`src/rtl/onehot_dec_pkg.sv`:
```
// onehot_dec_pkg: shared types, mode constants and the binary-to-one-hot helper
// for the registered one-hot decoder.
package onehot_dec_pkg;

    typedef enum logic [1:0] {
        IDLE = 2'd0,
        HOLD = 2'd1,
        SCAN = 2'd2
    } state_t;

    localparam logic MODE_DIRECT = 1'b0;
    localparam logic MODE_SCAN   = 1'b1;

    // Widest select the helper supports; callers size-cast the result down.
    localparam int MAX_SEL_W = 8;
    localparam int MAX_OUT_W = 2 ** MAX_SEL_W;

    function automatic logic [MAX_OUT_W-1:0] bin2onehot(input logic [MAX_SEL_W-1:0] sel);
        return MAX_OUT_W'(1) << sel;
    endfunction

endpackage

```
`src/rtl/onehot_scan_div.sv`:
```
// onehot_scan_div: SCAN_DIV prescaler; emits a one-cycle step strobe every
// SCAN_DIV cycles while counting, and holds its counter at zero while i_clr is high.
module onehot_scan_div
    import onehot_dec_pkg::*;
#(
    parameter int SCAN_DIV = 2
) (
    input  logic clk,
    input  logic rst_n,
    input  logic i_clr,
    output logic o_step
);

    localparam int CW = $clog2(SCAN_DIV + 1);

    logic [CW-1:0] r_cnt;

    assign o_step = ~i_clr & (r_cnt == CW'(SCAN_DIV - 1));

    // Count cycles, restarting on a step or whenever the scan is not running.
    always_ff @(posedge clk or negedge rst_n) begin
        if (!rst_n) begin
            r_cnt <= '0;
        end else begin
            r_cnt <= (i_clr | o_step) ? '0 : r_cnt + CW'(1);
        end
    end

endmodule

```
`src/rtl/onehot_decoder_seq.sv`:
```
// onehot_decoder_seq: registered binary-to-one-hot decoder with a handshaked
// DIRECT mode and a free-running walking-one SCAN mode.
// Optional self-check (sticky err output + assertion) enabled by ONEHOT_DEC_CHK_EN.
module onehot_decoder_seq
    import onehot_dec_pkg::*;
#(
    parameter  int SEL_W    = 4,
    parameter  int SCAN_DIV = 2,
    localparam int OUT_W    = 2 ** SEL_W
) (
    input  logic             clk,
    input  logic             rst_n,
    input  logic             en,
    input  logic             mode,
    input  logic             in_valid,
    output logic             in_ready,
    input  logic [SEL_W-1:0] sel,
    output logic             out_valid,
    output logic [OUT_W-1:0] onehot,
    output logic [SEL_W-1:0] idx,
    output logic             wrap
`ifdef ONEHOT_DEC_CHK_EN
    ,
    output logic             err
`endif
);

    localparam logic [SEL_W-1:0] IDX_LAST = SEL_W'(OUT_W - 1);

    state_t           r_state;
    state_t           w_state_nxt;
    logic [OUT_W-1:0] w_onehot_nxt;
    logic [SEL_W-1:0] w_idx_nxt;
    logic             w_valid_nxt;
    logic             w_wrap_nxt;
    logic             w_run;
    logic             w_step;
    logic [SEL_W-1:0] w_idx_inc;
    logic [OUT_W-1:0] w_sel_dec;
    logic [OUT_W-1:0] w_inc_dec;

    assign w_run     = en & (mode == MODE_SCAN) & (r_state == SCAN);
    assign w_idx_inc = idx + SEL_W'(1);
    assign w_sel_dec = OUT_W'(bin2onehot(MAX_SEL_W'(sel)));
    assign w_inc_dec = OUT_W'(bin2onehot(MAX_SEL_W'(w_idx_inc)));
    assign in_ready  = rst_n & en & (mode == MODE_DIRECT) & (r_state != SCAN);

    onehot_scan_div #(
        .SCAN_DIV (SCAN_DIV)
    ) u_div (
        .clk    (clk),
        .rst_n  (rst_n),
        .i_clr  (~w_run),
        .o_step (w_step)
    );

    // Next state and next registered outputs; en=0 beats mode change beats handshake/step.
    always_comb begin
        w_state_nxt  = r_state;
        w_onehot_nxt = onehot;
        w_idx_nxt    = idx;
        w_valid_nxt  = out_valid;
        w_wrap_nxt   = 1'b0;
        if (!en) begin
            w_state_nxt  = IDLE;
            w_onehot_nxt = '0;
            w_valid_nxt  = 1'b0;
        end else begin
            case (r_state)
                IDLE, HOLD: begin
                    if (mode == MODE_SCAN) begin
                        w_state_nxt  = SCAN;
                        w_onehot_nxt = OUT_W'(1);
                        w_idx_nxt    = '0;
                        w_valid_nxt  = 1'b1;
                    end else if (in_valid) begin
                        w_state_nxt  = HOLD;
                        w_onehot_nxt = w_sel_dec;
                        w_idx_nxt    = sel;
                        w_valid_nxt  = 1'b1;
                    end
                end
                SCAN: begin
                    if (mode == MODE_DIRECT) begin
                        w_state_nxt = HOLD;
                    end else if (w_step) begin
                        w_onehot_nxt = w_inc_dec;
                        w_idx_nxt    = w_idx_inc;
                        w_wrap_nxt   = (idx == IDX_LAST);
                    end
                end
                default: begin
                    w_state_nxt  = IDLE;
                    w_onehot_nxt = '0;
                    w_valid_nxt  = 1'b0;
                end
            endcase
        end
    end

    // State and output registers; async reset clears everything including wrap.
    always_ff @(posedge clk or negedge rst_n) begin
        if (!rst_n) begin
            r_state   <= IDLE;
            onehot    <= '0;
            idx       <= '0;
            out_valid <= 1'b0;
            wrap      <= 1'b0;
        end else begin
            r_state   <= w_state_nxt;
            onehot    <= w_onehot_nxt;
            idx       <= w_idx_nxt;
            out_valid <= w_valid_nxt;
            wrap      <= w_wrap_nxt;
        end
    end

`ifdef ONEHOT_DEC_CHK_EN
    logic w_bad;

    assign w_bad = out_valid ? ($countones(onehot) != 1) : (onehot != '0);

    // Sticky error flag, raised the cycle after the output breaks the one-hot rule.
    always_ff @(posedge clk or negedge rst_n) begin
        if (!rst_n) begin
            err <= 1'b0;
        end else if (w_bad) begin
            err <= 1'b1;
        end
    end

    // Simulation-time check on the same condition.
    always @(posedge clk) begin
        if (rst_n) assert (!w_bad);
    end
`endif

endmodule

```
`config.mk`:
```
export PLATFORM = sky130hd
export DESIGN_NAME = onehot_decoder_seq
export DESIGN_NICKNAME = d
export VERILOG_FILES = /design/src/rtl/onehot_dec_pkg.sv /design/src/rtl/onehot_scan_div.sv /design/src/rtl/onehot_decoder_seq.sv
export SDC_FILE = /design/constraint.sdc
export NUM_CORES = 1
export LEC_CHECK = 0
export BUFFER_PORTS_ARGS = -buffer_cell sky130_fd_sc_hd__buf_2
export CAP_MARGIN = 20
export CORE_AREA = 2 2 64 66
export CTS_CLUSTER_DIAMETER = 60
export DETAILED_ROUTE_END_ITERATION = 8
export DIE_AREA = 0 0 66 68
export PLACE_DENSITY = 0.65
export SLEW_MARGIN = 0
export SYNTH_ARGS = -nofsm -noshare
export SYNTH_HDL_FRONTEND = slang
export SYNTH_SLANG_ARGS = --single-unit
```
`constraint.sdc`:
```
create_clock -name clk -period 4.6 [get_ports clk]
set_input_delay 0.23 -clock clk [delete_from_list [all_inputs] [get_ports clk]]
set_output_delay 0.23 -clock clk [all_outputs]
set_load 0.01 [all_outputs]
```
==> impl_results.md <==
* Post-synth EDFFs at 0
* TritonCTS buffer count at 3
* Synth Area in XOR/XNOR at 1.19%
* Most common cell after layout, fill and taps aside: buf_2
* TritonCTS clock tree: yes
* Post-synthesis simple-gate area fraction at between 10% and 20%
* Placed Instances at 228
* Final std cells w/o fill at 234
* Core Box Area at ~3900 um^2
* Cell variety after synth at 43
* CTS root buf: clkbuf_8
* Post-synthesis mux area share at 0.765%
* Fmax at between 0.5 and 0.6 GHz
* Period minus WS final at 1.98 ns
* Mapped Cells at around 150
* DRT antenna net count at 0
* Peak supply drop at 0.149 mV
* Avg Cell Area, Syn at 9.63 um^2
* RSZ-0062 raised after global routing: no
* Area delta synth->final at 16.3%
* Filler cells at 390
* Worst setup EP type: output pin
* Post-synthesis compound-gate area fraction at 22.9%
* Startpoint types: register
* Final #Nets at 201
* Async set-or-reset flop fraction in the synthesized netlist at 100%
* Initial DRC count at 48
* Worst Tran Pin Value at 0.691 ns
* Pre-antenna DRT Iters at 4
* Final setup fails at 0
* Comb power frac at 21.6%
* Post CTS Setup Buffer Count at 0
* Final worst-path cycle share at 43.0%
* Prevailing post-synth register cell: dfrtp_1
* DRC Markers at 0
* Vias at ~1300
* Int Power at 0.356 mW
* Fraction of layout cells with a size suffix above 1 at 23.4%
* Final hold vios at 0
* Sink Count at 26
* Synth warn at 0
* Max-cap violation count at 0
* DIE WIDTH at 66 um
* FF+latch area at 651 um^2
* Synth Area in Adders at 5.95%
* Reg power frac at about half
* Clock share of power at 28.6%
* Leakage at 0.793 nW
* Longest Clk Path Bufs at 2
* First-pass GRT wire length at ~6.0 mm
* Arrival @ worst endpoint at 1.75 ns
* Power Dens Cells at 299 nW/um^2
* Die Height at approximately 70 um
* Setup CP Type: register to output pin
* Post-route setup TNS at 0 ns
* Clock latency at the later pin of the worst-skew pair at between 0.2 and 0.3 ns
* Synthesized flop and latch total at 26
* Post-DR wirelength/cell at 15.0 um
* Cell Rows at 23
* Gr usage total at roughly 18%
* Vias per cell at 5.41
* PortBufs at 31
* Antenna violations before repair at 0
* Syn Nets at 169
* Final Core Density at 44.4%
* Place WS at 2.46 ns
* Worst rel slew slack at between 50% and 60%
* Wirelength, routed at 3.51 mm
* GRT overflow at 0
* Worst setup margin at about 2.6 ns
* Ports at 32
* Sw Share at between 30% and 40%
* Hold crit path type: input pin to register
* Status: completed
* H-tree depth at 1
* Initial core utilization at about two fifths
* Multi-input gate area at about 740 um^2
* Register area share after synthesis at between 40% and 50%
* RD Place Congestion at 0.839
* CTS clk-pin slew, worst paths at 0.09 ns
* Antenna fix cells at 0
* CP required at 4.37 ns
* Setup skew after layout at roughly 0.0013 ns
* Number of max-slew violations in the final report at 0
* Die Area at approximately 4500 um^2
* NetSw at about 0.16 mW
* Dpl hpwl at 2.63 mm
* Total chip power at ~0.5 mW
* Vias in the first global route at 1238
* Most frequent cells in the layout: buf_2 (32), dfrtp_1 (26), nand2_1 (18)
* Main combinational cell family by area after synthesis: compound AO/OA/AOI/OAI gates
* Largest net degree at the start of global routing at 28
* CP Max Fanout at 13
* Cell area after synthesis at between 1000 and 1500 um^2
==> per-stage QoR <==
step,instance area (um^2),hold slack [ns]
after global routing,1710,0.280
after detailed placement,1640,0.278
after CTS,1710,0.264
final,1710,0.275
after global placement,1640,0.275
after floorplan,1470,-0.0656
==> cell families after synthesis <==
group	after synthesis
simple gates	54
compound gates	48
mux	1
buf+inv	15
flops	26
fa+ha+maj	7
xor+xnor	2
==> worst paths after layout <==
path	endpoint	cells after the start	slack, ns	startpoint
worst min-delay path	out_valid	3	0.28	en
max in group asynchronous	r_state[1]	2	3.71	rst_n
worst max-delay path	in_ready	3	2.62	r_state[1]
min in group asynchronous	u_div.r_cnt[0]	2	0.49	rst_n
worst min register to register	u_div.r_cnt[0]	1	0.45	u_div.r_cnt[0]
worst max register to register	onehot[10]	4	2.66	r_state[1]
==> Yosys cell counts, drive strengths merged, types with 2 or more instances <==
cell	n	share of area (%)
a211oi	2	1.0
a21oi	7	2.4
a22oi	4	2.0
a31oi	2	0.85
a32oi	6	3.6
and3	2	0.85
buf	6	3.2
dfrtp	26	44
ha	7	5.9
inv	9	2.3
nand2	18	4.6
nand2b	4	1.7
nand3	4	1.4
nand4bb	2	1.5
nor2	9	2.8
nor3	6	2.0
nor4	2	0.85
o211ai	2	1.0
o21ai	16	5.4
==> routing by layer <==
layer / vias to the layer above / share of wire [%] / global-route usage [%]
met1: 612 / 48 / 24.9
met5: - / 0 / 0
li1: 624 / - / -
met3: 5 / 2.9 / 1.64
met4: 0 / 1.5 / 8.16
met2: 24 / 48 / 27.0
==> registers in the layout, indices dropped and copies added, names as in the netlist <==
register	count
out_valid	1
onehot	16
idx	4
wrap	1
u_div.r_cnt	2
r_state	2
==> worst max-delay path, stage by stage (launching register included) <==
cell and delay, ns:
dfrtp_1 0.57, nor2b_1 0.62, nor3b_1 0.12, buf_2 0.17
==> power groups by stage <==
stage / registers [mW] / logic [mW] / clock network [mW]
after floorplan: 0.261 / 0.0681 / 0
after global placement: 0.259 / 0.109 / 0
after detailed placement: 0.259 / 0.108 / 0
after CTS: 0.255 / 0.110 / 0.154
after global routing: 0.257 / 0.125 / 0.163
final: 0.255 / 0.111 / 0.146
==> layout make-up <==
| type | instances | area share, % |
|---|---|---|
| multi-input combinational | 112 | 43.2 |
| sequential | 26 | 38.0 |
| timing repair buffer | 33 | 9.93 |
| tap | 50 | 3.65 |
| clock buffer | 4 | 3.21 |
| inverter | 9 | 1.97 |
==> repair_timing <==
action	CTS	global route
gates resized for setup	0	0
hold buffers	1	0
endpoints found under the hold margin	26	0
Power figures use the tool's default switching activity.
